[config.mk]
export PLATFORM = sky130hd
export DESIGN_NAME = psum_accumulator_tn_flat
export DESIGN_NICKNAME = d
export VERILOG_FILES = /design/src/rtl/psum_accumulator_tn_pkg.sv /design/src/rtl/psum_accumulator_tn_if.sv /design/src/rtl/psum_lane_sat_add.sv /design/src/rtl/psum_accumulator_tn.sv /design/src/flat_wrapper.sv
export SDC_FILE = /design/constraint.sdc
export NUM_CORES = 1
export LEC_CHECK = 0
export ABC_AREA = 1
export BUFFER_PORTS_ARGS = -buffer_cell sky130_fd_sc_hd__buf_2
export CORE_AREA = 8 8 231 189
export CTS_BUF_LIST = sky130_fd_sc_hd__clkbuf_8
export DETAILED_ROUTE_END_ITERATION = 12
export DIE_AREA = 0 0 239 197
export GPL_ROUTABILITY_DRIVEN = 1
export SETUP_SLACK_MARGIN = 0.05
export SLEW_MARGIN = 20
export SYNTH_ARGS = -nofsm -noshare
export SYNTH_HDL_FRONTEND = slang
export SYNTH_SLANG_ARGS = --single-unit
[constraint.sdc]
create_clock -name fast_clk -period 8.5 [get_ports fast_clk]
set_clock_uncertainty 0.2 [all_clocks]
set_input_delay 1.275 -clock fast_clk [delete_from_list [all_inputs] [get_ports fast_clk]]
set_output_delay 1.275 -clock fast_clk [all_outputs]
set_load 0.02 [all_outputs]
[src/rtl/psum_accumulator_tn_pkg.sv]
// Shared definitions for the partial-sum accumulator: default geometry and FSM states.
package psum_accumulator_tn_pkg;
  localparam int TN_DEF = 4;
  localparam int FW_DEF = 16;
  localparam int AW_DEF = 24;
  localparam int CW_DEF = 8;

  typedef enum logic [1:0] {
    IDLE  = 2'd0,
    ACCUM = 2'd1,
    DRAIN = 2'd2
  } state_t;
endpackage

[src/rtl/psum_accumulator_tn_if.sv]
// Beat input and partial-sum output handshakes of the accumulator, bundled as one interface.
interface psum_accumulator_tn_if
  import psum_accumulator_tn_pkg::*;
#(
  parameter int Tn            = TN_DEF,
  parameter int FEATURE_WIDTH = FW_DEF,
  parameter int ACC_WIDTH     = AW_DEF
) ();
  logic                        in_valid;
  logic                        in_ready;
  logic [Tn*FEATURE_WIDTH-1:0] kernel_sum_tn;
  logic                        out_valid;
  logic                        out_ready;
  logic [Tn*ACC_WIDTH-1:0]     out_psum;
  logic [Tn-1:0]               out_sat;

  modport master (
    output in_valid, kernel_sum_tn, out_ready,
    input  in_ready, out_valid, out_psum, out_sat
  );

  modport slave (
    input  in_valid, kernel_sum_tn, out_ready,
    output in_ready, out_valid, out_psum, out_sat
  );
endinterface

[src/rtl/psum_lane_sat_add.sv]
// One lane: signed accumulator plus sign-extended kernel sum, clamped to the accumulator range.
module psum_lane_sat_add
  import psum_accumulator_tn_pkg::*;
#(
  parameter int FEATURE_WIDTH = FW_DEF,
  parameter int ACC_WIDTH     = AW_DEF
) (
  input  logic signed [ACC_WIDTH-1:0]     acc,
  input  logic signed [FEATURE_WIDTH-1:0] beat,
  output logic signed [ACC_WIDTH-1:0]     sum,
  output logic                            sat
);
  localparam int AW = ACC_WIDTH;
  localparam int FW = FEATURE_WIDTH;

  // One guard bit is enough because |beat| never exceeds the accumulator range.
  function automatic logic sat_hit(input logic signed [AW:0] wide);
    return wide[AW] != wide[AW-1];
  endfunction

  function automatic logic signed [AW-1:0] sat_clamp(input logic signed [AW:0] wide);
    if (sat_hit(wide)) begin
      return wide[AW] ? {1'b1, {(AW-1){1'b0}}} : {1'b0, {(AW-1){1'b1}}};
    end
    return wide[AW-1:0];
  endfunction

  logic signed [AW:0] wide;

  assign wide = {acc[AW-1], acc} + {{(AW+1-FW){beat[FW-1]}}, beat};
  assign sum  = sat_clamp(wide);
  assign sat  = sat_hit(wide);
endmodule

[src/rtl/psum_accumulator_tn.sv]
// Accumulates Tn kernel sums over num_tiles beats per group and hands each group off
// through a one-entry holding register; num_groups groups per start, then done.
module psum_accumulator_tn
  import psum_accumulator_tn_pkg::*;
#(
  parameter int Tn            = TN_DEF,
  parameter int FEATURE_WIDTH = FW_DEF,
  parameter int ACC_WIDTH     = AW_DEF,
  parameter int CNT_WIDTH     = CW_DEF
) (
  input  logic                 fast_clk,
  input  logic                 rst,
  input  logic                 start,
  input  logic [CNT_WIDTH-1:0] num_tiles,
  input  logic [CNT_WIDTH-1:0] num_groups,
  psum_accumulator_tn_if.slave bus,
  output logic                 busy,
  output logic                 done,
  output logic                 drop_err
);
  localparam int AW = ACC_WIDTH;
  localparam int FW = FEATURE_WIDTH;
  localparam int CW = CNT_WIDTH;

  state_t               state;
  logic [CW-1:0]        tile_cnt;
  logic [CW-1:0]        grp_cnt;
  logic [CW-1:0]        tiles_lim;
  logic [CW-1:0]        grps_lim;

  logic signed [AW-1:0] acc_p1 [Tn];
  logic [Tn-1:0]        sat_p1;
  logic signed [AW-1:0] sum_p0 [Tn];
  logic [Tn-1:0]        sat_p0;
  logic [Tn*AW-1:0]     sum_flat_p0;

  logic [Tn*AW-1:0]     psum_p1;
  logic [Tn-1:0]        osat_p1;
  logic                 vld_p1;

  logic                 last_beat;
  logic                 last_group;
  logic                 in_ready;
  logic                 accept;
  logic                 load;

  // Stage p0: combinational saturating add of the incoming beat onto each accumulator
  for (genvar i = 0; i < Tn; i++) begin : g_lane
    psum_lane_sat_add #(
      .FEATURE_WIDTH(FW),
      .ACC_WIDTH    (AW)
    ) u_add (
      .acc (acc_p1[i]),
      .beat(bus.kernel_sum_tn[i*FW +: FW]),
      .sum (sum_p0[i]),
      .sat (sat_p0[i])
    );
    assign sum_flat_p0[i*AW +: AW] = sum_p0[i];
  end

  assign last_beat  = (tile_cnt == tiles_lim - CW'(1));
  assign last_group = (grp_cnt == grps_lim - CW'(1));
  // Only a group-completing beat can collide with an unconsumed held group.
  assign in_ready   = (state == ACCUM) && !(last_beat && vld_p1 && !bus.out_ready);
  assign accept     = bus.in_valid && in_ready;
  assign load       = accept && last_beat;

  assign bus.in_ready  = in_ready;
  assign bus.out_valid = vld_p1;
  assign bus.out_psum  = psum_p1;
  assign bus.out_sat   = osat_p1;
  assign busy          = (state != IDLE);

  // Stage p1: accumulators, counters, FSM and output holding register
  always_ff @(posedge fast_clk or posedge rst) begin
    if (rst) begin
      state     <= IDLE;
      tile_cnt  <= '0;
      grp_cnt   <= '0;
      tiles_lim <= '0;
      grps_lim  <= '0;
      for (int i = 0; i < Tn; i++) acc_p1[i] <= '0;
      sat_p1    <= '0;
      psum_p1   <= '0;
      osat_p1   <= '0;
      vld_p1    <= 1'b0;
      done      <= 1'b0;
      drop_err  <= 1'b0;
    end else begin
      done <= 1'b0;
      if (bus.in_valid && !in_ready) drop_err <= 1'b1;

      // A group loaded on the same edge as a consume replaces it without a bubble.
      if (load) begin
        psum_p1 <= sum_flat_p0;
        osat_p1 <= sat_p1 | sat_p0;
        vld_p1  <= 1'b1;
      end else if (vld_p1 && bus.out_ready) begin
        vld_p1 <= 1'b0;
      end

      case (state)
        IDLE: begin
          if (start) begin
            state     <= ACCUM;
            tile_cnt  <= '0;
            grp_cnt   <= '0;
            tiles_lim <= (num_tiles == '0) ? CW'(1) : num_tiles;
            grps_lim  <= (num_groups == '0) ? CW'(1) : num_groups;
            for (int i = 0; i < Tn; i++) acc_p1[i] <= '0;
            sat_p1    <= '0;
            drop_err  <= bus.in_valid;
          end
        end
        ACCUM: begin
          if (accept) begin
            if (last_beat) begin
              for (int i = 0; i < Tn; i++) acc_p1[i] <= '0;
              sat_p1   <= '0;
              tile_cnt <= '0;
              grp_cnt  <= grp_cnt + CW'(1);
              if (last_group) state <= DRAIN;
            end else begin
              for (int i = 0; i < Tn; i++) acc_p1[i] <= sum_p0[i];
              sat_p1   <= sat_p1 | sat_p0;
              tile_cnt <= tile_cnt + CW'(1);
            end
          end
        end
        DRAIN: begin
          if (vld_p1 && bus.out_ready) begin
            state <= IDLE;
            done  <= 1'b1;
          end
        end
        default: state <= IDLE;
      endcase
    end
  end
endmodule
[src/flat_wrapper.sv]
// flat-port wrapper written by rule: the top's interface ports become plain ports
module psum_accumulator_tn_flat import psum_accumulator_tn_pkg::*;
#(
  parameter int Tn            = TN_DEF,
  parameter int FEATURE_WIDTH = FW_DEF,
  parameter int ACC_WIDTH     = AW_DEF,
  parameter int CNT_WIDTH     = CW_DEF
)
  (fast_clk, rst, start, num_tiles, num_groups, busy, done, drop_err, bus_in_valid, bus_kernel_sum_tn, bus_out_ready, bus_in_ready, bus_out_valid, bus_out_psum, bus_out_sat);
  psum_accumulator_tn_if #(.Tn(Tn), .FEATURE_WIDTH(FEATURE_WIDTH), .ACC_WIDTH(ACC_WIDTH)) bus_i ();
  input  logic fast_clk;
  input  logic rst;
  input  logic start;
  input  logic [CNT_WIDTH-1:0] num_tiles;
  input  logic [CNT_WIDTH-1:0] num_groups;
  output logic busy;
  output logic done;
  output logic drop_err;
  input wire logic [$bits(bus_i.in_valid)-1:0] bus_in_valid;
  input wire logic [$bits(bus_i.kernel_sum_tn)-1:0] bus_kernel_sum_tn;
  input wire logic [$bits(bus_i.out_ready)-1:0] bus_out_ready;
  output wire logic [$bits(bus_i.in_ready)-1:0] bus_in_ready;
  output wire logic [$bits(bus_i.out_valid)-1:0] bus_out_valid;
  output wire logic [$bits(bus_i.out_psum)-1:0] bus_out_psum;
  output wire logic [$bits(bus_i.out_sat)-1:0] bus_out_sat;
  assign bus_i.in_valid = bus_in_valid;
  assign bus_i.kernel_sum_tn = bus_kernel_sum_tn;
  assign bus_i.out_ready = bus_out_ready;
  assign bus_in_ready = bus_i.in_ready;
  assign bus_out_valid = bus_i.out_valid;
  assign bus_out_psum = bus_i.out_psum;
  assign bus_out_sat = bus_i.out_sat;
  psum_accumulator_tn #(.Tn(Tn), .FEATURE_WIDTH(FEATURE_WIDTH), .ACC_WIDTH(ACC_WIDTH), .CNT_WIDTH(CNT_WIDTH)) u_core (.fast_clk(fast_clk), .rst(rst), .start(start), .num_tiles(num_tiles), .num_groups(num_groups), .bus(bus_i), .busy(busy), .done(done), .drop_err(drop_err));
endmodule
==> flow_metrics.env <==
export IMPL_reg2reg_depth=13
export IMPL_drc=0
export IMPL_multi_input_area_um2=10100
export IMPL_floorplan_initialDensity=0.443
export IMPL_clk_pin_slew_ns=0.06
export IMPL_reg2reg_slack_ns=3.86
export IMPL_cts_buffers=42
export IMPL_drt_vias_per_instance=5.01
export IMPL_postCtsHoldBufs=0
export IMPL_post_cts_buffers=0
export IMPL_p_leak_nw=12.1
export IMPL_io_pins=190
export IMPL_cts_buffer_depth=3
export IMPL_crit_path_max_fanout=23
export IMPL_detail_route_first_pass_iterations=5
export IMPL_grt_overflow_total=0
export IMPL_crit_path_end_kind="flop"
export IMPL_min_path_cells=2
export IMPL_synth_top_area_share=0.335
export IMPL_synth_area_um2=17700
export IMPL_period_minus_slack_ns=4.76
export IMPL_yosysSeqAreaShare=0.335
export IMPL_synth_top_area_cell="dfrtp_1"
export IMPL_dieArea_um2=47100
export IMPL_drt_first_iter_violations=1366
export IMPL_syn_inst=2824
export IMPL_final_hold_viol_count=0
export IMPL_fill_cells=4262
export IMPL_htreeDepth=2
export IMPL_worst_ep_arrival_time_ns=5.07
export IMPL_slew_violations=0
export IMPL_worstMarginPinSlew_ns=1.07
export IMPL_wl_per_cell_um=15.2
export IMPL_diodes=0
export IMPL_vias=17836
export IMPL_synthArstFlopShare=1.00
export IMPL_timing_hold_ws_ns=0.270
export IMPL_syn_nets=3021
export IMPL_rsz0062_at_grt="no"
export IMPL_place_congestion=0.937
export IMPL_drive_gt1_frac=0.0965
export IMPL_drv_cap=0
export IMPL_cts_sinks=237
export IMPL_die_w_um=239
export IMPL_grt_pass1_wl_um=89200
export IMPL_power_density_nw_per_um2=429
export IMPL_grt_max_degree=113
export IMPL_status="complete, no violations"
export IMPL_syn_to_final_growth_pct=12.4
export IMPL_startpoint_type="primary input"
export IMPL_seqCellArea_um2=5930
export IMPL_grt_total_usage=0.229
export IMPL_max_freq_mhz=210
export IMPL_relSlewSlack=0.287
export IMPL_finalSetupViolations=0
export IMPL_ys_top_cells_by_count="nand2_1 (1360), inv_1 (351), nand3_1 (252)"
export IMPL_hold_path_class="flop to flop"
export IMPL_synth_edf_count=0
export IMPL_yosysWarnings=0
export IMPL_clock_latency_ns=0.61
export IMPL_ant_nets=0
export IMPL_ir_drop_uv=181
export IMPL_rows=66
export IMPL_root_buffer="clkbuf_8"
export IMPL_synth_distinct_cells=31
export IMPL_finalSetupTns_ns=0
export IMPL_worstSetupPathType="primary input to flop"
export IMPL_portBuffers=189
export IMPL_antenna_found_initial=0
export IMPL_place_hpwl_um=40000
export IMPL_synthTopCellsByArea="dfrtp_1 (33%), nand2_1 (29%), ha_1 (7.6%), inv_1 (7.4%), nand3_1 (7.1%)"
export IMPL_first_global_vias=17288
export IMPL_syn_area_per_cell_um2=6.28
export IMPL_finalNetCount=3185
export IMPL_drt_wl_total_um=54200
export IMPL_synth_most_common_cell="nand2_1"
export IMPL_cts_tree="built"
export IMPL_period_share=0.560
export IMPL_ys_ff_latch=237
export IMPL_cp_data_required_time_ns=8.81
export IMPL_synth_main_ff_cell="dfrtp_1"
export IMPL_post_cts_resized=0
export IMPL_coreArea_um2=40000
export IMPL_die_h_um=197
## critical path, cell delays in order
cell	delay, ns
buf_2	0.18
ha_1	0.41
nand2_1	0.13
nor2_1	0.16
inv_1	0.07
nor2_1	0.14
nand4_1	0.16
nand3_1	0.16
nand4_1	0.12
nand3_1	0.10
nand2_1	0.05
nand2_1	0.08
inv_1	0.05
ha_1	0.56
nand3_1	0.80
nand2_1	0.41
nand3_1	0.12
nand2_1	0.09
## state kept, by name, indices dropped and copies added (netlist names)
register              count
u_core.acc_p1            96
u_core.bus.out_psum      96
u_core.grp_cnt            8
u_core.grps_lim           8
u_core.tile_cnt           8
u_core.tiles_lim          8
u_core.bus.out_sat        4
u_core.sat_p1             4
u_core.state              2
u_core.bus.out_valid      1
u_core.done               1
u_core.drop_err           1
## area by class of cell
class / count / area share
multi-input cells: 2152 / 0.505
flip-flops and latches: 237 / 0.298
inverters: 356 / 0.0676
repair buffers: 199 / 0.0524
clock buffers: 56 / 0.0387
well taps: 544 / 0.0342
clock inverters: 17 / 0.00396
## kinds of logic after synthesis
group | synth area share
AND/OR/NAND/NOR | 0.435
buffers and inverters | 0.0985
flip-flops | 0.335
AO/OA/AOI/OAI | 0.0377
adder cells (fa/ha/maj) | 0.0808
XOR/XNOR | 0.0133
## metrics by stage
stage | instance area [µm²] | worst slack [ns] | util | power, mW | instances
2_1_floorplan | 17700 | 0.522 | - | 5.96 | 2824
6_report | 19900 | 3.74 | 0.498 | 8.55 | 3561
4_1_cts | 19900 | 3.77 | 0.498 | 8.61 | 3561
3_3_place_gp | 19000 | 3.17 | 0.476 | 7.46 | 3487
5_1_grt | 19900 | 3.34 | 0.498 | 9.49 | 3561
3_5_place_dp | 19100 | 3.11 | 0.477 | 7.45 | 3488
## report_power, final
group | switching (mW) | total [mW] | internal [mW]
combinational | 3.74 | 5.51 | 1.77
clock | 0.522 | 1.11 | 0.586
sequential | 0.333 | 1.93 | 1.60
## routing by layer
metal | global-route usage | vias up | wire length [µm]
li1 | - | 9124 | -
met1 | 0.336 | 8234 | 27400
met2 | 0.344 | 411 | 22800
met3 | 0.0398 | 67 | 3050
met4 | 0.0614 | 0 | 1010
met5 | 0 | - | 0
## layout by cell type, fill, tap and decap left out, drive strengths merged, types with 2 or more instances in the layout
master    netlist  routed
nand4          54      54
inv           354     361
nor3b           3       3
xnor2           8       8
fa              4       4
nor4            2       2
nor2          143     143
nand3         252     252
clkinv          2      10
xor2           19      19
and2            7       7
clkbuf         20      56
nand3b         14      14
a21oi          75      75
or2            17      17
o21ai          52      52
nor3           28      28
nand2        1362    1362
dfrtp         237     237
ha            108     108
clkinvlp        0       2
o21bai          2       2
buf            59     199
## worst paths after layout
kind / startpoint / endpoint
setup / recovery: bus_kernel_sum_tn[63] / u_core.acc_p1[16]
hold / removal: u_core.sat_p1[3] / u_core.sat_p1[3]
setup reg to reg: u_core.tiles_lim[0] / u_core.bus.out_psum[80]
hold reg to reg: u_core.sat_p1[3] / u_core.sat_p1[3]
max in group asynchronous: rst / u_core.bus.out_psum[84]
min in group asynchronous: rst / u_core.acc_p1[86]
Power figures use the tool's default switching activity.
